--- config.mk ---
export PLATFORM = sky130hd
export DESIGN_NAME = down_counter_dff
export DESIGN_NICKNAME = d
export VERILOG_FILES = /design/src/rtl/down_counter_dff.sv
export SDC_FILE = /design/constraint.sdc
export NUM_CORES = 1
export LEC_CHECK = 0
export ABC_CLOCK_PERIOD_IN_PS = 2000
export CAP_MARGIN = 20
export CORE_AREA = 2 2 39 41
export CTS_CLUSTER_SIZE = 40
export DETAILED_ROUTE_END_ITERATION = 7
export DIE_AREA = 0 0 41 43
export DONT_BUFFER_PORTS = 1
export PLACE_DENSITY = 0.66
export SLEW_MARGIN = 20
export SYNTH_ARGS = -nofsm -noshare
export SYNTH_HDL_FRONTEND = slang
export SYNTH_SLANG_ARGS = --single-unit
--- constraint.sdc ---
create_clock -name clk -period 2 [get_ports clk]
set_clock_uncertainty 0.2 [all_clocks]
set_input_delay 0.5 -clock clk [delete_from_list [all_inputs] [get_ports clk]]
set_output_delay 0.5 -clock clk [all_outputs]
set_load 0.01 [all_outputs]
--- src/rtl/down_counter_dff.sv ---
// Loadable down-counter/timer with IDLE/COUNT/DONE control and one-cycle done pulse.
// Optional periodic-tick mode: define DOWN_COUNTER_AUTORELOAD_EN.
module down_counter_dff #(
    parameter int unsigned WIDTH = 8
) (
    input  logic             clk,
    input  logic             rst,
    input  logic             load,
    input  logic [WIDTH-1:0] load_val,
    input  logic             en,
    output logic [WIDTH-1:0] Q,
    output logic             busy,
    output logic             done,
    output logic             zero
);

    typedef enum logic [1:0] {
        IDLE  = 2'd0,
        COUNT = 2'd1,
        DONE  = 2'd2
    } state_e;

    state_e           state_q, state_d;
    logic [WIDTH-1:0] q_q, q_d;

`ifdef DOWN_COUNTER_AUTORELOAD_EN
    logic [WIDTH-1:0] reload_q, reload_d;

    always_ff @(posedge clk or negedge rst) begin
        if (!rst) begin
            reload_q <= '0;
        end else begin
            reload_q <= reload_d;
        end
    end
`endif

    always_ff @(posedge clk or negedge rst) begin
        if (!rst) begin
            state_q <= IDLE;
            q_q     <= '0;
        end else begin
            state_q <= state_d;
            q_q     <= q_d;
        end
    end

    always_comb begin
        state_d = state_q;
        q_d     = q_q;
`ifdef DOWN_COUNTER_AUTORELOAD_EN
        reload_d = reload_q;
`endif
        // load wins in every state, so an in-flight count is aborted without a done pulse
        if (load) begin
            q_d     = load_val;
            state_d = (load_val == '0) ? DONE : COUNT;
`ifdef DOWN_COUNTER_AUTORELOAD_EN
            reload_d = load_val;
`endif
        end else begin
            case (state_q)
                IDLE: ;
                COUNT: begin
                    if (en) begin
                        if (q_q == WIDTH'(1)) begin
                            state_d = DONE;
`ifdef DOWN_COUNTER_AUTORELOAD_EN
                            q_d = reload_q;
`else
                            q_d = '0;
`endif
                        end else begin
                            q_d = q_q - WIDTH'(1);
                        end
                    end
                end
                DONE: begin
`ifdef DOWN_COUNTER_AUTORELOAD_EN
                    // Q already holds the reload value; a zero reload cannot re-enter COUNT
                    state_d = (reload_q == '0) ? IDLE : COUNT;
`else
                    state_d = IDLE;
                    q_d     = '0;
`endif
                end
                default: begin
                    state_d = IDLE;
                    q_d     = '0;
                end
            endcase
        end
    end

    assign Q    = q_q;
    assign busy = (state_q == COUNT);
    assign done = (state_q == DONE);
    assign zero = (q_q == '0);

endmodule

==> impl_metrics.tcl <==
set metrics [dict create \
    async_reset_ff_share_pct 100.0 \
    die-height_um 43 \
    yosys-top-cells-area "dfrtp_1 (40%), nor2_1 (4.2%), ha_1 (4.0%)" \
    grt_first_pass_wirelength_um 2794 \
    combPwrFrac_pct 47.3 \
    io_buffers 0 \
    power.share.clock_pct 16.7 \
    post-dp-hpwl_um 1209 \
    p_leak_nw 0.3532 \
    gp_congestion 0.8585 \
    syn-instance-count 68 \
    die_w_um 41 \
    cts_tree "done" \
    status "complete, but fails checks" \
    synth_seq_cells 10 \
    power.switching_mw 0.3330 \
    cts.root.buffer_cell "clkbuf_4" \
    fmax_ghz 0.4823 \
    finalCriticalPeriod_ns 2.074 \
    vias 663 \
    setup_viol 2 \
    hp-class "primary input to flop" \
    ant_nets 0 \
    yosysMostFrequentCell "dfrtp_1" \
    yosys.area.top_type "dfrtp_1" \
    seq_area_frac_synth_pct 39.84 \
    finalHoldViolations 0 \
    detail_route.iter0.violations 11 \
    clkSinkCount 10 \
    relSlewSlack_pct 69.65 \
    drive_gt1_share_pct 36.78 \
    synth.avg_cell_area_um2 9.237 \
    synth_ff_type "dfrtp_1" \
    start_util_pct 45.39 \
    irDropWorstVdd_uv 528.7 \
    pwr-share-seq_pct 36.0 \
    cp-end-kind "flop" \
    stdcell_count 103 \
    fin_ws_ns -0.07351 \
    clkTransAtPathRegs_ns 0.06 \
    failed_checks "setup timing" \
    fin_area_um2 853.3 \
    synth_top_cell_area_share_pct 39.84 \
    die_area_um2 1763 \
    r2r-start "Q[2]$_DFFE_PN0P_" \
    ios 23 \
    worstHoldStart "load_val[5]" \
    dpl_cell_area_um2 745.7 \
    critPathMaxFanout 4 \
    grt_pass1_vias 626 \
    netlist_top_cells_count "dfrtp_1 (10), nor2_1 (7), nand3_1 (5)" \
    clock_latency_ns 0.28 \
    antenna_cells 0 \
    drc 0 \
    rsz0062_at_grt "yes" \
    routed_via_density 6.437 \
    synth-edff-count 0 \
    power_density_nw_per_um2 993.7 \
    syn_area_um2 628.1 \
    cp.required_ns 1.96 \
    slew_viol_final 0 \
    maxCapViolCount 0 \
    crit_arrival_ns 2.04 \
    dp.cells 96 \
    cts_made_buffers 3 \
    grt_use_total_pct 24.52 \
    synth.net_count 82 \
    p_sw_share_pct 39.27 \
    ys_warn_count 0 \
    first_pass_iters 4 \
    fin_crit_sh_pct 103.7 \
    tightest_slew_ns 0.4537 \
    area_delta_synth_final_pct 35.86 \
    internal_power_mw 0.5150 \
    synth_cell_types 29 \
    clk_path_buf_depth 2 \
    overflow 0 \
    crit_type "flop to flop" \
    wl_per_cell_um 17.26 \
    nets 103 \
    grt_max_degree 15 \
    critPathLaunchType "flop" \
    core-area_um2 1384 \
    routed_wl_um 1778 \
    rows 14 \
    crit_path_start "Q[2]$_DFFE_PN0P_" \
    dpl_worst_slack_ns 0.03699 \
    antenna_found_initial 0 \
    cts_max_level 1 \
]
==> placed cells by master (no fill, tap or decap), types with 3 or more instances in the layout <==
| master | Yosys | final |
|---|---|---|
| buf_4 | 0 | 15 |
| dfrtp_1 | 10 | 10 |
| nor2_1 | 7 | 5 |
| nand3_1 | 5 | 4 |
| o21ai_0 | 4 | 4 |
| a211oi_1 | 3 | 3 |
| or4_1 | 3 | 3 |
| clkbuf_4 | 0 | 3 |
==> metal layers <==
layer | wire [µm] | part of all wire [%] | track usage [%]
met1 | 754 | 42 | 33.22
met2 | 838 | 47 | 32.81
met3 | 109 | 6.1 | 4.712
met4 | 76 | 4.3 | 18.67
met5 | 0 | 0 | 0
==> worst max-delay path: stages, from the launching register on <==
cell	delay [ns]
dfrtp_1	0.41
buf_4	0.14
or4_4	0.50
or4_4	0.44
a311o_1	0.28
==> sequential cells by signal, indices dropped and copies added, names as in the netlist <==
| signal | cells |
|---|---|
| Q | 8 |
| state_q | 2 |
==> power by group through the flow <==
| stage | sequential [mW] | combinational (mW) | clock (mW) |
|---|---|---|---|
| floorplan | 0.324 | 0.164 | 0 |
| global placement | 0.297 | 0.317 | 0 |
| detailed placement | 0.299 | 0.321 | 0 |
| CTS | 0.298 | 0.372 | 0.140 |
| global route | 0.313 | 0.441 | 0.151 |
| finish | 0.305 | 0.401 | 0.142 |
==> path summary, 6_finish.rpt <==
| check | depth (start not counted) | slack (ns) | to |
|---|---|---|---|
| min | 1 | 0.17 | Q[5]$_DFFE_PN0P_ |
| min reg2reg | 2 | 0.42 | Q[1]$_DFFE_PN0P_ |
| max | 4 | -0.07 | Q[7]$_DFFE_PN0P_ |
| min in group asynchronous | 1 | 0.40 | state_q[1]$_DFFE_PN0P_ |
| max reg2reg | 4 | -0.07 | Q[7]$_DFFE_PN0P_ |
| max in group asynchronous | 1 | 0.88 | state_q[0]$_DFFE_PN0P_ |
==> cell families (layout without fill, tap and decap cells) <==
logic type / after synthesis / after routing / share of synthesized area, %
compound gates: 23 / 23 / 27.69
simple gates: 28 / 28 / 25.50
flops: 10 / 10 / 39.84
buf+inv: 5 / 24 / 2.988
fa+ha+maj: 2 / 2 / 3.983
==> layout make-up <==
type	instances	area, µm²
clock buffer	3	22.52
fill	129	530.5
inverter	3	11.26
multi-input combinational	53	404.1
sequential	10	250.2
tap	16	20.02
timing repair buffer	18	145.1
==> stage by stage <==
step | hold WS [ns] | TNS (ns) | utilization, % | power (mW)
3_5_place_dp | 0.004627 | 0 | 53.89 | 0.6204
5_1_grt | 0.1793 | -0.1808 | 61.66 | 0.9057
2_1_floorplan | 0.004409 | 0 | - | 0.4880
4_1_cts | 0.1715 | -0.01654 | 59.76 | 0.8093
6_report | 0.1660 | -0.08384 | 61.66 | 0.8479
3_3_place_gp | 0.004610 | 0 | 53.89 | 0.6140
==> what timing repair did <==
action / 4_1_cts / 5_1_grt
setup buffers: 2 / 1
setup endpoints to repair: 1 / 3
hold buffers: 1 / 0
endpoints found under the hold margin: 10 / 0
pin swaps: 3 / 2
resized for setup: 9 / 5
Note: power is estimated with default switching activity, not from simulation.
